[src/rtl/tero_pkg.sv]
// Shared types and default constants for the TERO sweep controller.
package tero_pkg;

   localparam int unsigned DEF_N_TERO_BITS    = 32;
   localparam int unsigned DEF_N_TEROS        = 16;
   localparam int unsigned DEF_CHALLENGE_BITS = 4;
   localparam int unsigned DEF_SETTLE_CYCLES  = 16;
   localparam int unsigned DEF_WINDOW_CYCLES  = 1024;
   localparam int unsigned DEF_CNT_BITS       = 16;

   typedef enum logic [2:0] {
      StIdle,
      StRstIdx,
      StSettle,
      StCount,
      StEmit,
      StAdvance,
      StFinish
   } state_e;

   typedef struct packed {
      logic [DEF_N_TERO_BITS-1:0]    index;
      logic [DEF_CNT_BITS-1:0]       count;
      logic [DEF_CHALLENGE_BITS-1:0] challenge;
   } meas_rec_t;

endpackage

[src/rtl/tero_sweep_ctrl_if.sv]
// Valid/ready measurement-record channel from the sweep controller to post-processing.
interface tero_sweep_ctrl_if #(
   parameter int unsigned N_TERO_BITS    = 32,
   parameter int unsigned CNT_BITS       = 16,
   parameter int unsigned CHALLENGE_BITS = 4
);

   logic                      meas_valid;
   logic                      meas_ready;
   logic [N_TERO_BITS-1:0]    meas_index;
   logic [CNT_BITS-1:0]       meas_count;
   logic [CHALLENGE_BITS-1:0] meas_challenge;

   modport master (
      output meas_valid,
      output meas_index,
      output meas_count,
      output meas_challenge,
      input  meas_ready
   );

   modport slave (
      input  meas_valid,
      input  meas_index,
      input  meas_count,
      input  meas_challenge,
      output meas_ready
   );

endinterface

[src/rtl/tero_edge_counter.sv]
// Synchronizes the asynchronous TERO output and counts its rising edges, saturating at all-ones.
module tero_edge_counter #(
   parameter int unsigned CNT_BITS = 16
) (
   input  logic                clk,
   input  logic                reset,
   input  logic                osc,
   input  logic                clr,
   input  logic                en,
   output logic [CNT_BITS-1:0] count_next
);

   localparam logic [CNT_BITS-1:0] CNT_MAX = '1;

   logic                sync1_q;
   logic                sync2_q;
   logic                prev_q;
   logic                rise;
   logic [CNT_BITS-1:0] count_q;

   assign rise = sync2_q & ~prev_q;

   // count_next includes an edge seen this cycle so the caller can capture the final window value
   always_comb begin
      count_next = count_q;
      if (clr) begin
         count_next = '0;
      end else if (en && rise && (count_q != CNT_MAX)) begin
         count_next = count_q + CNT_BITS'(1);
      end
   end

   always_ff @(posedge clk) begin
      if (reset) begin
         sync1_q <= 1'b0;
         sync2_q <= 1'b0;
         prev_q  <= 1'b0;
         count_q <= '0;
      end else begin
         sync1_q <= osc;
         sync2_q <= sync1_q;
         prev_q  <= sync2_q;
         count_q <= count_next;
      end
   end

endmodule

[src/rtl/tero_sweep_ctrl.sv]
// Sweeps all TEROs via the external index counter, counts oscillator edges per TERO and
// emits one measurement record per TERO over a valid/ready channel.
module tero_sweep_ctrl
   import tero_pkg::*;
#(
   parameter int unsigned N_TERO_BITS    = DEF_N_TERO_BITS,
   parameter int unsigned N_TEROS        = DEF_N_TEROS,
   parameter int unsigned CHALLENGE_BITS = DEF_CHALLENGE_BITS,
   parameter int unsigned SETTLE_CYCLES  = DEF_SETTLE_CYCLES,
   parameter int unsigned WINDOW_CYCLES  = DEF_WINDOW_CYCLES,
   parameter int unsigned CNT_BITS       = DEF_CNT_BITS
) (
   input  logic                      clk,
   input  logic                      reset,
   input  logic                      start,
   input  logic [CHALLENGE_BITS-1:0] challenge_in,
   input  logic [N_TERO_BITS-1:0]    tero_sel,
   output logic                      idx_reset,
   output logic                      idx_increment,
   output logic                      tero_en,
   input  logic                      tero_osc_in,
   output logic                      busy,
   output logic                      done,
   tero_sweep_ctrl_if.master         meas
);

   localparam int unsigned MAX_CYC  = (SETTLE_CYCLES > WINDOW_CYCLES) ? SETTLE_CYCLES
                                                                      : WINDOW_CYCLES;
   localparam int unsigned CYC_BITS = $clog2(MAX_CYC + 1);

   localparam logic [CYC_BITS-1:0]    SETTLE_LAST = CYC_BITS'(SETTLE_CYCLES - 1);
   localparam logic [CYC_BITS-1:0]    WINDOW_LAST = CYC_BITS'(WINDOW_CYCLES - 1);
   localparam logic [N_TERO_BITS-1:0] LAST_IDX    = N_TERO_BITS'(N_TEROS - 1);

   state_e              state_q;
   state_e              state_d;
   logic [CYC_BITS-1:0] cyc_q;
   logic [CNT_BITS-1:0] cnt_next;
   logic                window_end;

   assign window_end = (state_q == StCount) && (cyc_q == WINDOW_LAST);

   tero_edge_counter #(
      .CNT_BITS (CNT_BITS)
   ) u_edge_counter (
      .clk        (clk),
      .reset      (reset),
      .osc        (tero_osc_in),
      .clr        (state_q == StSettle),
      .en         (state_q == StCount),
      .count_next (cnt_next)
   );

   always_comb begin
      state_d = state_q;
      unique case (state_q)
         StIdle:    if (start) state_d = StRstIdx;
         StRstIdx:  state_d = StSettle;
         StSettle:  if (cyc_q == SETTLE_LAST) state_d = StCount;
         StCount:   if (cyc_q == WINDOW_LAST) state_d = StEmit;
         StEmit: begin
            if (meas.meas_ready) begin
               state_d = (meas.meas_index == LAST_IDX) ? StFinish : StAdvance;
            end
         end
         StAdvance: state_d = StSettle;
         StFinish:  state_d = StIdle;
         default:   state_d = StIdle;
      endcase
   end

   // Outputs are registered from the next state, so each one tracks state_q cycle for cycle
   always_ff @(posedge clk) begin
      if (reset) begin
         state_q             <= StIdle;
         cyc_q               <= '0;
         idx_reset           <= 1'b0;
         idx_increment       <= 1'b0;
         tero_en             <= 1'b0;
         busy                <= 1'b0;
         done                <= 1'b0;
         meas.meas_valid     <= 1'b0;
         meas.meas_index     <= '0;
         meas.meas_count     <= '0;
         meas.meas_challenge <= '0;
      end else begin
         state_q <= state_d;
         if ((state_d == state_q) && ((state_q == StSettle) || (state_q == StCount))) begin
            cyc_q <= cyc_q + CYC_BITS'(1);
         end else begin
            cyc_q <= '0;
         end

         idx_reset       <= (state_d == StRstIdx);
         idx_increment   <= (state_d == StAdvance);
         tero_en         <= (state_d == StSettle) || (state_d == StCount);
         busy            <= (state_d != StIdle);
         done            <= (state_d == StFinish);
         meas.meas_valid <= (state_d == StEmit);

         if ((state_q == StIdle) && start) begin
            meas.meas_challenge <= challenge_in;
         end
         if (window_end) begin
            meas.meas_index <= tero_sel;
            meas.meas_count <= cnt_next;
         end
      end
   end

endmodule

[src/flat_wrapper.sv]
// flat-port wrapper written by rule: the top's interface ports become plain ports
module tero_sweep_ctrl_flat import tero_pkg::*;
#(
   parameter int unsigned N_TERO_BITS    = DEF_N_TERO_BITS,
   parameter int unsigned N_TEROS        = DEF_N_TEROS,
   parameter int unsigned CHALLENGE_BITS = DEF_CHALLENGE_BITS,
   parameter int unsigned SETTLE_CYCLES  = DEF_SETTLE_CYCLES,
   parameter int unsigned WINDOW_CYCLES  = DEF_WINDOW_CYCLES,
   parameter int unsigned CNT_BITS       = DEF_CNT_BITS
)
  (clk, reset, start, challenge_in, tero_sel, idx_reset, idx_increment, tero_en, tero_osc_in, busy, done, meas_meas_valid, meas_meas_index, meas_meas_count, meas_meas_challenge, meas_meas_ready);
  tero_sweep_ctrl_if #(.N_TERO_BITS(N_TERO_BITS), .CNT_BITS(CNT_BITS), .CHALLENGE_BITS(CHALLENGE_BITS)) meas_i ();
  input  logic clk;
  input  logic reset;
  input  logic start;
  input  logic [CHALLENGE_BITS-1:0] challenge_in;
  input  logic [N_TERO_BITS-1:0] tero_sel;
  output logic idx_reset;
  output logic idx_increment;
  output logic tero_en;
  input  logic tero_osc_in;
  output logic busy;
  output logic done;
  output wire logic [$bits(meas_i.meas_valid)-1:0] meas_meas_valid;
  output wire logic [$bits(meas_i.meas_index)-1:0] meas_meas_index;
  output wire logic [$bits(meas_i.meas_count)-1:0] meas_meas_count;
  output wire logic [$bits(meas_i.meas_challenge)-1:0] meas_meas_challenge;
  input wire logic [$bits(meas_i.meas_ready)-1:0] meas_meas_ready;
  assign meas_meas_valid = meas_i.meas_valid;
  assign meas_meas_index = meas_i.meas_index;
  assign meas_meas_count = meas_i.meas_count;
  assign meas_meas_challenge = meas_i.meas_challenge;
  assign meas_i.meas_ready = meas_meas_ready;
  tero_sweep_ctrl #(.N_TERO_BITS(N_TERO_BITS), .N_TEROS(N_TEROS), .CHALLENGE_BITS(CHALLENGE_BITS), .SETTLE_CYCLES(SETTLE_CYCLES), .WINDOW_CYCLES(WINDOW_CYCLES), .CNT_BITS(CNT_BITS)) u_core (.clk(clk), .reset(reset), .start(start), .challenge_in(challenge_in), .tero_sel(tero_sel), .idx_reset(idx_reset), .idx_increment(idx_increment), .tero_en(tero_en), .tero_osc_in(tero_osc_in), .busy(busy), .done(done), .meas(meas_i));
endmodule
[config.mk]
export PLATFORM = sky130hd
export DESIGN_NAME = tero_sweep_ctrl_flat
export DESIGN_NICKNAME = d
export VERILOG_FILES = /design/src/rtl/tero_pkg.sv /design/src/rtl/tero_sweep_ctrl_if.sv /design/src/rtl/tero_edge_counter.sv /design/src/rtl/tero_sweep_ctrl.sv /design/src/flat_wrapper.sv
export SDC_FILE = /design/constraint.sdc
export NUM_CORES = 1
export LEC_CHECK = 0
export CAP_MARGIN = 10
export CORE_MARGIN = 8
export CORE_UTILIZATION = 45
export CTS_CLUSTER_SIZE = 10
export DETAILED_ROUTE_END_ITERATION = 16
export GPL_TIMING_DRIVEN = 0
export PLACE_DENSITY = 0.75
export SYNTH_ARGS = -nofsm -noshare
export SYNTH_HDL_FRONTEND = slang
export SYNTH_HIERARCHICAL = 1
export SYNTH_SLANG_ARGS = --single-unit
[constraint.sdc]
create_clock -name clk -period 5.9 [get_ports clk]
set_input_delay 1.18 -clock clk [delete_from_list [all_inputs] [get_ports clk]]
set_output_delay 1.18 -clock clk [all_outputs]
set_load 0.1 [all_outputs]
# Word-level counts from Yosys, hierarchy flattened
# Index checks and enable logic that the tools add are counted.
[totals]
word_cells = 55
output_inout_bits = 58
in_bits = 41
regBits = 91
[classes]
muxes = 8
bitwise = 3
reduce_logical = 11
n_eq_ne = 16
n_addsub = 2
[ops]
columns = ["cell", "n"]
rows = [
  ["$eq A32 B4 Y1 const B", 1],
  ["$mux W16", 2],
  ["$add A16 B1 Y16 const B", 1],
  ["$ne A16 B16 Y1 const B", 1],
  ["$eq A3 B3 Y1 const B", 5],
  ["$pmux W3 S5", 1],
  ["$eq A3 B2 Y1 const B", 4],
  ["$mux W3", 4],
  ["$add A11 B1 Y11 const B", 1],
  ["$eq A11 B10 Y1 const B", 1],
  ["$eq A11 B4 Y1 const B", 1],
  ["$eq A3 B1 Y1 const B", 2],
  ["$logic_and A1 B1 Y1", 5],
  ["$reduce_or A2 Y1", 2],
  ["$eq A3 B3 Y1", 1],
  ["$logic_not A3 Y1", 1],
  ["$reduce_bool A3 Y1", 1],
  ["$logic_or A1 B1 Y1", 2],
  ["$mux W2", 1],
  ["$not A1 Y1", 2],
  ["$and A1 B1 Y1", 1],
]

# Logic depth before layout (Yosys ltp)
[depth]
depth_word = 8
mapped_depth = 9
depth_no_buf = 7

# Hierarchy
# Netlist, hierarchy kept.
[by_module_without_submodules]
columns = ["mod", "area_each_um2", "cells_each", "n_inst", "seq_area_each_um2"]
rows = [
  ["tero_sweep_ctrl", 2757.6, 290, 1, 1441.4],
  ["tero_edge_counter", 1091.0, 139, 1, 380.4],
]

# Worst setup path before layout
# No wires, ideal clock.
[synth_path]
path_type = "register -> output"
from = "register u_core.meas.meas_index[12]"
to = "output meas_meas_index[12]"
slack_ns = 3.779
arrival_ns = 0.941
n_path_buf = 0
stages_incl_launch_ff = 1
path_cell_list = "dfxtp_1"
[synth_lines]
columns = ["item", "line_no", "text"]
rows = [
  ["start, declared", "tero_sweep_ctrl_if.sv:16", "output meas_index,"],
  ["start signal, assigned", "tero_sweep_ctrl.sv:105", "meas.meas_index <= tero_sel;"],
  ["end, declared", "flat_wrapper.sv:25", "output wire logic [$bits(meas_i.meas_index)-1:0] meas_meas_index;"],
]
# No word-level cell between the ends.

# Worst setup path after layout
[layout_path]
from = "register u_core.meas.meas_index[14]"
to = "output meas_meas_index[14]"
# No word-level cell between the ends.

==> results_dict.tcl <==
set metrics [dict create \
    status "complete, no violations" \
    arrival_ns 1.90 \
    slew_violations 0 \
    worstSetupEndpointType "output pin" \
    period_share 0.522 \
    crit_required_ns 4.72 \
    num_vias 3477 \
    coreArea_mm2 0.00826 \
    cts_buffers 9 \
    postCtsHoldBufs 0 \
    wirelength_um 10200 \
    whs_ns 0.455 \
    netlist_area_mm2 0.00385 \
    min_path_type "reg -> reg" \
    synth_edf_count 0 \
    clock_path_buffers 2 \
    slowest_stage "clkdlybuf4s50_1" \
    gp_congestion 0.886 \
    maxCapViolCount 0 \
    max_stage_delay_ns 1.17 \
    root_buffer "clkbuf_8" \
    worst_pin_slew_ns 1.02 \
    leakage_nw 1.76 \
    synthToLayoutAreaGrowth_pct 34.2 \
    wl_per_cell_um 15.8 \
    synthDistinctLibCells 47 \
    pwr_density_cell_mw_per_mm2 224 \
    cp.depth 1 \
    grt_pass1_vias 3627 \
    clkSinkCount 91 \
    grt_use_total 0.177 \
    start_kind "flop" \
    rsz0062_at_grt "false" \
    insertion_delay_ns 0.35 \
    post_cts_buffers 0 \
    seq_area_frac_synth 0.473 \
    finalHoldViolations 0 \
    cts_resized 0 \
    cp_top_family "buffers and inverters" \
    path_max_fanout 3 \
    ant_nets 0 \
    pre_cts_ws_ns 2.82 \
    grt_max_degree 16 \
    htree_levels 3 \
    crit_buf_inv 1 \
    diodes 0 \
    postSynthAreaPerCell_um2 8.97 \
    die_width_um 108 \
    setup_viol 0 \
    rows 33 \
    yosysWarnings 6 \
    max_slew_margin 0.320 \
    ys.flop_type "dfxtp_1" \
    vdd_ir_drop_max_mv 0.118 \
    start_util 0.466 \
    drc 0 \
    portBuffers 98 \
    ios 99 \
    drive_above_1_share 0.0626 \
    clock.fmax_mhz 324 \
    synthCells 429 \
    drtIter0Drc 210 \
    cts_tree "built" \
    grt_pass1_wl_um 16900 \
    routed_via_density 5.37 \
    crit_type "reg -> out" \
    die-area_mm2 0.0118 \
    die-height_um 108 \
    fin_ws_ns 2.82 \
    finalCriticalPeriod_ns 3.08 \
    fin_nets 581 \
    hpwl_um 7770 \
    setup_tns_ns 0 \
    synth_seq_cells 91 \
    worstRegToRegCells 7 \
    grt_antenna_before_repair 0 \
    crit_chain "clkdlybuf4s50_1" \
    firstDrtPassIters 4 \
    hold_depth 2 \
    grt_overflow 0 \
    synth_nets 472 \
    p_total_w 0.00116 \
    path_clk_slew_ns 0.08 \
    ys_async_sr_fraction 0 \
    finalClockSkew_ns 0.0104 \
]
worst register-to-register path: stages (launching register included):
cell      delay [ns]
dfxtp_1         0.31
buf_2           0.17
nor3b_1         0.71
clkbuf_1        0.42
clkbuf_1        0.46
nor3_1          0.12
nand2_1         0.08
a21oi_1         0.06
through the flow:
| step | util | area (um^2) | cells |
|---|---|---|---|
| after global routing | 0.625 | 5160 | 648 |
| after floorplan | - | 3850 | 429 |
| after global placement | 0.601 | 4960 | 632 |
| after CTS | 0.625 | 5160 | 648 |
| after detailed placement | 0.601 | 4960 | 632 |
| final | 0.625 | 5160 | 648 |
cell families after synthesis:
kind of cell / count (synthesis) / synth area share
compound gates: 60 / 0.0871
buf+inv: 29 / 0.0380
flops: 91 / 0.473
fa+ha+maj: 2 / 0.00650
mux: 43 / 0.112
simple gates: 195 / 0.262
xor+xnor: 9 / 0.0205
synthesized netlist by cell type, types with 8 or more instances:
| cell | instances | area share |
|---|---|---|
| nor4_1 | 11 | 0.018 |
| dfxtp_1 | 91 | 0.47 |
| mux2i_1 | 41 | 0.11 |
| nand2_1 | 46 | 0.045 |
| or3_1 | 8 | 0.013 |
| o21ai_0 | 14 | 0.018 |
| nor2_1 | 57 | 0.056 |
| clkbuf_1 | 12 | 0.012 |
| a21oi_1 | 33 | 0.043 |
| nor3_1 | 13 | 0.017 |
| nand4_1 | 13 | 0.021 |
final cells by class:
cell class              instances  area [um^2]
fillers                       718         3090
multi-input cells             309         1880
flip-flops and latches         91         1820
repair buffers                 98          981
clock buffers                  11          141
well taps                     105          131
plain buffers                  23          124
clock inverters                 5         62.6
inverters                       6         22.5
state kept, by name, indices dropped and copies added (netlist names), 3 cells and up:
name and cells:
u_core/cyc_q 11, u_core/meas.meas_challenge 4, u_core/meas.meas_count 16, u_core/meas.meas_index 32, u_core/state_q 3, u_core/u_edge_counter/count_q 16
worst paths after layout:
| check | startpoint | endpoint | slack, ns |
|---|---|---|---|
| worst max-delay path | u_core/meas.meas_index[14] | meas_meas_index[14] | 2.82 |
| worst min-delay path | u_core/meas.meas_count[11] | u_core/meas.meas_count[11] | 0.45 |
| worst max register to register | u_core/state_q[1] | u_core/meas.meas_count[14] | 3.44 |
| worst min register to register | u_core/meas.meas_count[11] | u_core/meas.meas_count[11] | 0.45 |
layout by cell type, fill, tap and decap left out, types with 7 or more instances in the layout:
cell,n
mux2i_1,41
a21oi_1,33
o21ai_0,14
xor2_1,7
clkdlybuf4s50_1,98
or3_1,8
clkbuf_8,10
nor4_1,11
dfxtp_1,91
nor3_1,13
nand3_1,7
nand2_1,46
nor2_1,57
nand4_1,13
clkbuf_1,13
metal layers:
metal / part of all wire / global-route usage / vias to the layer above
met1: 0.42 / 0.198 / 1628
li1: - / - / 1737
met3: 0.086 / 0.0708 / 7
met5: 0 / 0 / -
met2: 0.49 / 0.303 / 105
met4: 0.0079 / 0.0508 / 0
report_power, final:
| group | internal (W) | leakage [nW] | switching [W] |
|---|---|---|---|
| Combinational | 0.0000429 | 0.928 | 0.0000653 |
| Sequential | 0.000620 | 0.735 | 0.00000350 |
| Clock | 0.000209 | 0.0957 | 0.000216 |
| Total | 0.000872 | 1.76 | 0.000285 |
No activity file was read; power rests on OpenSTA's default activity.
